$ cat config.mk
export PLATFORM = sky130hd
export DESIGN_NAME = dvp_capture_packer
export DESIGN_NICKNAME = d
export VERILOG_FILES = /design/src/rtl/dvp_pkg.sv /design/src/rtl/dvp_beat_packer.sv /design/src/rtl/dvp_capture_packer.sv
export SDC_FILE = /design/constraint.sdc
export NUM_CORES = 1
export LEC_CHECK = 0
export BUFFER_PORTS_ARGS = -buffer_cell sky130_fd_sc_hd__clkbuf_2
export CAP_MARGIN = 5
export CELL_PAD_IN_SITES_DETAIL_PLACEMENT = 0
export CELL_PAD_IN_SITES_GLOBAL_PLACEMENT = 1
export CORE_AREA = 2 2 162 132
export CTS_CLUSTER_SIZE = 40
export DETAILED_ROUTE_END_ITERATION = 6
export DIE_AREA = 0 0 164 134
export PLACE_DENSITY_LB_ADDON = 0.1
export SYNTH_ARGS = -nofsm -noshare
export SYNTH_HDL_FRONTEND = slang
export SYNTH_SLANG_ARGS = --single-unit
$ cat constraint.sdc
create_clock -name clk -period 5.2 [get_ports clk]
set_clock_uncertainty 0.15 [all_clocks]
set_input_delay 0.52 -clock clk [delete_from_list [all_inputs] [get_ports clk]]
set_output_delay 0.52 -clock clk [all_outputs]
set_load 0.03 [all_outputs]
$ cat src/rtl/dvp_pkg.sv
// Shared types and helpers for the DVP capture front end.
// Capture FSM states, vsync polarity codes, crop compare.
package dvp_pkg;

  typedef enum logic [1:0] {
    IDLE   = 2'd0,
    SKIP   = 2'd1,
    SYNC   = 2'd2,
    ACTIVE = 2'd3
  } dvp_state_e;

  localparam logic VS_ACT_HIGH = 1'b1;
  localparam logic VS_ACT_LOW  = 1'b0;

  // Wide enough for any CNT_W up to 32 plus a carry bit.
  localparam int WIN_W = 33;
  typedef logic [WIN_W-1:0] win_t;

  // lo <= v < lo+len, evaluated without wrap.
  function automatic logic in_win(
    input win_t v,
    input win_t lo,
    input win_t len
  );
    return (v >= lo) && (v < (lo + len));
  endfunction

endpackage

$ cat src/rtl/dvp_beat_packer.sv
// Beat assembler: gathers BEATS sensor words into one pixel.
// Also flags lines whose length is not a whole pixel count.
module dvp_beat_packer
  import dvp_pkg::*;
#(
  parameter int DATA_W = 8,
  parameter int BEATS  = 2
) (
  input  logic                    clk,
  input  logic                    rst_n,
  input  logic                    clr_i,
  input  logic                    href_i,
  input  logic [DATA_W-1:0]       din_i,
  input  logic                    swap_i,
  output logic                    done_o,
  output logic [DATA_W*BEATS-1:0] word_o,
  output logic                    fall_o,
  output logic                    err_o
);

  localparam int BW = (BEATS > 1) ? $clog2(BEATS) : 1;
  localparam logic [BW-1:0] LAST = BW'(BEATS - 1);

  logic [BW-1:0]           beat_q, beat_d;
  logic                    swap_q;
  logic                    swap_eff;
  logic [BW-1:0]           slot;
  logic [DATA_W*BEATS-1:0] acc_q;
  logic [DATA_W*BEATS-1:0] word;
  logic                    href_q;

  // Place the current beat into its slice on top of earlier beats.
  always_comb begin
    swap_eff = (beat_q == '0) ? swap_i : swap_q;
    slot     = swap_eff ? beat_q : (LAST - beat_q);
    word     = acc_q;
    for (int k = 0; k < BEATS; k++) begin
      if (int'(slot) == k) word[k*DATA_W +: DATA_W] = din_i;
    end
  end

  assign done_o = href_i && (beat_q == LAST);
  assign word_o = word;
  assign fall_o = href_q && !href_i;
  assign err_o  = fall_o && (beat_q != '0);

  // Beat index: runs while href is high, restarts per pixel.
  always_comb begin
    beat_d = beat_q + BW'(1);
    if (clr_i || !href_i || done_o) beat_d = '0;
  end

  // Beat, swap latch, partial pixel and href history.
  always_ff @(posedge clk or negedge rst_n) begin
    if (!rst_n) begin
      beat_q <= '0;
      swap_q <= 1'b0;
      acc_q  <= '0;
      href_q <= 1'b0;
    end else begin
      beat_q <= beat_d;
      href_q <= clr_i ? 1'b0 : href_i;
      if (href_i && !clr_i) acc_q <= word;
      if (href_i && (beat_q == '0)) swap_q <= swap_i;
    end
  end

endmodule

$ cat src/rtl/dvp_capture_packer.sv
// DVP capture front end: input stage, capture FSM, counters,
// crop window and frame pulses around the beat packer.
module dvp_capture_packer
  import dvp_pkg::*;
#(
  parameter int   DATA_W      = 8,
  parameter int   BEATS       = 2,
  parameter int   CNT_W       = 12,
  parameter int   SKIP_FRAMES = 10,
  parameter logic VS_POL      = VS_ACT_HIGH
) (
  input  logic                    clk,
  input  logic                    rst_n,
  input  logic                    enable,
  input  logic                    swap_bytes,
  input  logic [CNT_W-1:0]        crop_x0,
  input  logic [CNT_W-1:0]        crop_y0,
  input  logic [CNT_W-1:0]        crop_w,
  input  logic [CNT_W-1:0]        crop_h,
  input  logic                    vsync,
  input  logic                    href,
  input  logic [DATA_W-1:0]       din,
  output logic                    pix_valid,
  output logic [DATA_W*BEATS-1:0] pix_data,
  output logic [CNT_W-1:0]        pix_x,
  output logic [CNT_W-1:0]        pix_y,
  output logic                    frame_start,
  output logic                    frame_end,
  output logic                    frame_active,
  output logic                    line_err,
  output logic [15:0]             frame_cnt
);

  localparam int SK_W =
    (SKIP_FRAMES > 0) ? $clog2(SKIP_FRAMES + 1) : 1;
  localparam logic VS_IDLE =
    (VS_POL == VS_ACT_HIGH) ? VS_ACT_LOW : VS_ACT_HIGH;

  logic                    vs_s1_q, href_s1_q;
  logic [DATA_W-1:0]       din_s1_q;
  logic                    vs_prev_q;
  logic                    vs_act, vs_rise, boundary;

  dvp_state_e              state_q, state_d;
  logic                    st_skip, st_armed, st_active;
  logic [SK_W-1:0]         skip_q;
  logic                    skip_last;

  logic [CNT_W-1:0]        x_q, y_q;
  logic [CNT_W-1:0]        cx0_q, cy0_q, cw_q, ch_q;

  logic                    pk_done, pk_fall, pk_err;
  logic [DATA_W*BEATS-1:0] pk_word;

  logic                    fs_hit, fe_hit, in_x, in_y, emit;

  logic                    pv_q, fs_q, fe_q, fa_q, le_q;
  logic [DATA_W*BEATS-1:0] pd_q;
  logic [CNT_W-1:0]        px_q, py_q;
  logic [15:0]             fcnt_q;

  // Single register stage on the raw sensor pins.
  always_ff @(posedge clk or negedge rst_n) begin
    if (!rst_n) begin
      vs_s1_q   <= VS_IDLE;
      href_s1_q <= 1'b0;
      din_s1_q  <= '0;
      vs_prev_q <= 1'b0;
    end else begin
      vs_s1_q   <= vsync;
      href_s1_q <= href;
      din_s1_q  <= din;
      vs_prev_q <= vs_act;
    end
  end

  assign vs_act   = (vs_s1_q == VS_POL);
  assign vs_rise  = vs_act && !vs_prev_q;
  assign boundary = !vs_act && vs_prev_q;

  dvp_beat_packer #(
    .DATA_W (DATA_W),
    .BEATS  (BEATS)
  ) u_pack (
    .clk    (clk),
    .rst_n  (rst_n),
    .clr_i  (boundary),
    .href_i (href_s1_q),
    .din_i  (din_s1_q),
    .swap_i (swap_bytes),
    .done_o (pk_done),
    .word_o (pk_word),
    .fall_o (pk_fall),
    .err_o  (pk_err)
  );

  // FSM state register.
  always_ff @(posedge clk or negedge rst_n) begin
    if (!rst_n) state_q <= IDLE;
    else        state_q <= state_d;
  end

  assign skip_last = (int'(skip_q) == SKIP_FRAMES - 1);

  // FSM next state; losing enable always returns to IDLE.
  always_comb begin
    state_d = state_q;
    unique case (state_q)
      IDLE:
        if (enable)
          state_d = (SKIP_FRAMES > 0) ? SKIP : SYNC;
      SKIP:
        if (vs_rise && skip_last) state_d = SYNC;
      SYNC:
        if (boundary) state_d = ACTIVE;
      ACTIVE:
        state_d = ACTIVE;
      default:
        state_d = IDLE;
    endcase
    if (!enable) state_d = IDLE;
  end

  // FSM output decode.
  always_comb begin
    st_skip   = 1'b0;
    st_armed  = 1'b0;
    st_active = 1'b0;
    unique case (state_q)
      SKIP:   st_skip = 1'b1;
      SYNC:   st_armed = 1'b1;
      ACTIVE: begin
        st_armed  = 1'b1;
        st_active = 1'b1;
      end
      default: ;
    endcase
  end

  // Count vsync assertions while discarding frames.
  always_ff @(posedge clk or negedge rst_n) begin
    if (!rst_n)       skip_q <= '0;
    else if (!st_skip) skip_q <= '0;
    else if (vs_rise) skip_q <= skip_q + SK_W'(1);
  end

  // Raw column/line position; the frame boundary overrides all.
  always_ff @(posedge clk or negedge rst_n) begin
    if (!rst_n) begin
      x_q <= '0;
      y_q <= '0;
    end else if (boundary) begin
      x_q <= '0;
      y_q <= '0;
    end else if (pk_fall) begin
      x_q <= '0;
      y_q <= y_q + CNT_W'(1);
    end else if (pk_done) begin
      x_q <= x_q + CNT_W'(1);
    end
  end

  assign fs_hit = enable && boundary && st_armed;
  assign fe_hit = enable && vs_rise && fa_q;

  // Crop settings are frozen for the whole frame.
  always_ff @(posedge clk or negedge rst_n) begin
    if (!rst_n) begin
      cx0_q <= '0;
      cy0_q <= '0;
      cw_q  <= '0;
      ch_q  <= '0;
    end else if (fs_hit) begin
      cx0_q <= crop_x0;
      cy0_q <= crop_y0;
      cw_q  <= crop_w;
      ch_q  <= crop_h;
    end
  end

  assign in_x = in_win(win_t'(x_q), win_t'(cx0_q), win_t'(cw_q));
  assign in_y = in_win(win_t'(y_q), win_t'(cy0_q), win_t'(ch_q));
  assign emit = enable && st_active && fa_q && pk_done
             && !boundary && in_x && in_y;

  // Registered pixel, frame and error outputs.
  always_ff @(posedge clk or negedge rst_n) begin
    if (!rst_n) begin
      pv_q   <= 1'b0;
      pd_q   <= '0;
      px_q   <= '0;
      py_q   <= '0;
      fs_q   <= 1'b0;
      fe_q   <= 1'b0;
      fa_q   <= 1'b0;
      le_q   <= 1'b0;
      fcnt_q <= '0;
    end else begin
      pv_q <= emit;
      fs_q <= fs_hit;
      fe_q <= fe_hit;
      le_q <= enable && fa_q && pk_err;
      if (emit) begin
        pd_q <= pk_word;
        px_q <= x_q - cx0_q;
        py_q <= y_q - cy0_q;
      end
      if (fe_hit) fcnt_q <= fcnt_q + 16'd1;
      if (!enable)     fa_q <= 1'b0;
      else if (fs_hit) fa_q <= 1'b1;
      else if (fe_hit) fa_q <= 1'b0;
    end
  end

  assign pix_valid    = pv_q;
  assign pix_data     = pd_q;
  assign pix_x        = px_q;
  assign pix_y        = py_q;
  assign frame_start  = fs_q;
  assign frame_end    = fe_q;
  assign frame_active = fa_q;
  assign line_err     = le_q;
  assign frame_cnt    = fcnt_q;

endmodule

==> run_results.csv <==
group,metric,value,unit
run_status,run_status,"complete, no violations",
critical_path,regToRegStartpoint,"cy0_q[1]",
power_and_ir_drop,ir_drop,166,µV
synth,ys.flop_type,"dfrtp_1",
die,core-area,0.0204,mm²
global_routing,first_global_vias,6606,
worst_hold_path,hold_start,"din[2]",
timing,setup_viol,0,
global_routing,antenna_found_initial,0,
critical_path,start_kind,"register",
synth,post-synth-top-area-cell,"dfrtp_1",
layout,drive_gt1_share,29.0,%
layout,fillers,1779,
placed_design,numPortBuffers,122,
synth,yosys_warnings,0,
global_routing,gr-total-overflow,0,
layout,final_util,53.8,%
drt,drtIter0Drc,388,
critical_path,crit_path_max_fanout,41,
cts,numCtsBuffers,17,
global_routing,grt_usage,19.4,%
synth,avgSynthCellArea,11.4,µm²
synth,synth_edf_count,0,
critical_path,ff2ff_path_depth,17,
synth,ys_top_cells_by_count,"dfrtp_1 (169), mux2_2 (81), ha_1 (75), nor2_1 (55), inv_1 (53)",
placed_design,gp_congestion,0.838,
timing,fmax,239,MHz
critical_path,worstSetupPathType,"register to register",
timing,rsz0062_at_grt,"no",
timing,slew_headroom,27.0,%
drt,via_per_inst,5.20,
drt,vias,6460,
global_routing,grt_pass1_wl,33600,µm
cts,root_buffer,"clkbuf_16",
synth,synth_cell_types,54,
cts,cts_tree,"done",
worst_hold_path,holdCritPathClass,"primary input to register",
cts,clk_latency,0.43,ns
synth,yosysMostFrequentCell,"dfrtp_1",
run,cap_violations,0,
synth,yosysSeqAreaShare,44.8,%
synth,syn_nets,972,
die,die_x,164,µm
timing,setup_tns,0,ns
drt,antenna_left,0,
power_and_ir_drop,p_leak,5.69,nW
timing,post-route-period-util,80.5,%
critical_path,cp.required,5.36,ns
timing,tightest_slew,1.07,ns
die,ios,123,
critical_path,r2r_setup_slack,1.01,ns
layout,multi_input_area,0.00492,mm²
cts,cts.path.max_buffers,2,
die,die-area,0.0220,mm²
drt,remaining_drc_errors,0,
layout,regArea,0.00423,mm²
layout,finalNetCount,1101,
drt,routed_wl,20200,µm
layout,num_antenna_cells,0,
cts,cts_max_level,4,
power_and_ir_drop,power.total,3.05,mW
cts,clkTransAtPathRegs,0.07,ns
cts,cts.sink_count,169,
layout,synthToLayoutAreaGrowth,16.2,%
timing,worst_slack,1.01,ns
worst_hold_path,hold_depth,1,
synth,postSynth.asyncResetShare,100,%
synth,synth_seq_cells,169,
global_routing,grt_max_degree,65,
placed_design,pre_cts_ws,1.01,ns
timing,hold_viol_final,0,
die,rows,47,
synth,synth_area,0.00944,mm²
drt,drt_pass1_iterations,4,
synth,synth.top_cell.area_share,44.8,%
worst_hold_path,worstHoldEndpoint,"din_s1_q[2]",
timing,fin_crit,4.19,ns
die,start_util,46.3,%
cts,post_cts_buffers,0,
critical_path,regToRegEndpoint,"pix_x[6]",
synth,yosys-top-cells-area,"dfrtp_1 (45%), ha_1 (9.9%), mux2_2 (9.7%)",
synth,syn_inst,831,
critical_path,crit_arrival,4.35,ns
placed_design,hpwlAfterDp,15600,µm
drt,wl_per_cell,16.3,µm
critical_path,cp-end-kind,"register",
timing,slew_violations,0,
power_and_ir_drop,p_per_area,278,mW/mm²
die,die_h,134,µm
==> flip-flops by register name, summed over array words and instances, names as in the netlist, 2 cells and up <==
register,flops
pix_x,12
skip_q,4
cw_q,12
pix_y,12
x_q,12
state_q,2
pix_data,16
din_s1_q,8
u_pack.acc_q,16
ch_q,12
cx0_q,12
y_q,12
cy0_q,12
frame_cnt,16
==> worst max path at each step <==
| stage | startpoint | end | slack [ns] | cells after the start |
|---|---|---|---|---|
| 6_report | cy0_q[1] | pix_x[6] | 1.01 | 17 |
| 3_5_place_dp | cy0_q[0] | pix_data[5] | 1.01 | 17 |
| 5_1_grt | cy0_q[1] | pix_x[5] | 0.72 | 17 |
| 3_3_place_gp | cy0_q[0] | pix_x[6] | 1.08 | 17 |
| 2_1_floorplan | cy0_q[0] | pix_data[0] | 1.32 | 17 |
| 4_1_cts | cy0_q[0] | pix_data[5] | 0.99 | 17 |
==> metal layers <==
layer  vias to the layer above  wire length (µm)  global-route usage, %
li1                       3189                 -                      -
met1                      3124             10600                   28.7
met2                       127              8680                   29.3
met3                        20               683                   3.22
met4                         0               258                   5.56
met5                         -                 0                      0
==> per-stage QoR <==
step                instance area, µm²  hold WS [ns]  instances
finish                           11000        0.0411       1242
CTS                              11000        0.0305       1242
floorplan                         9440        0.0744        831
global placement                 10400         0.296       1209
global route                     11000        0.0244       1242
detailed placement               10400         0.277       1209
==> final cells by class <==
type / count / area share [%]
Multi-Input combinational cell: 590 / 44.8
Tap cell: 269 / 3.07
Clock buffer: 18 / 4.00
Clock inverter: 14 / 1.56
Sequential cell: 169 / 38.5
Inverter: 54 / 1.85
Timing Repair Buffer: 128 / 6.17
==> cell usage in the layout (no fill, tap or decap), types with 6 or more instances in the layout <==
master / count
a21o_1: 11
a21oi_1: 39
and3_1: 11
clkbuf_16: 17
clkbuf_2: 121
dfrtp_1: 169
ha_1: 75
inv_1: 53
inv_6: 6
mux2_2: 81
mux2_4: 35
mux2i_1: 6
nand2_1: 39
nand2b_1: 10
nand3_1: 15
nand4_1: 12
nor2_1: 55
nor2b_1: 12
nor3_1: 12
o21a_1: 8
o21ai_0: 24
o31ai_1: 9
or3_1: 6
xnor2_1: 34
xor2_1: 35
==> worst max-delay path, stage by stage (launching register included) <==
cell and delay [ns]:
dfrtp_1 0.45, ha_1 0.32, a21o_1 0.15, a21oi_1 0.21
nor2b_1 0.09, nor4_1 0.38, nor2_1 0.10, a21oi_1 0.19
xor2_1 0.10, ha_1 0.29, and4_1 0.21, a221oi_1 0.08
o21ai_1 0.07, a31oi_1 0.05, o31a_1 0.31, o211ai_4 0.22
buf_12 0.30, mux2_4 0.33
==> cells by family after synthesis <==
logic type,Yosys count,synth area share [%]
flip-flops,169,44.8
multiplexers,124,16.1
buffers and inverters,72,3.30
AO/OA/AOI/OAI,132,8.99
XOR/XNOR,69,6.40
AND/OR/NAND/NOR,186,9.65
adder cells (fa/ha/maj),79,10.8
==> power breakdown <==
part	internal [mW]	switching [mW]
registers	1.36	0.0374
logic	0.157	0.167
clock network	0.743	0.581
==> what timing repair did <==
action                                 CTS  global route
resized for setup                        0             0
endpoints found under the hold margin   52             0
hold buffers                             1             0
(Power assumes the default switching activity.)
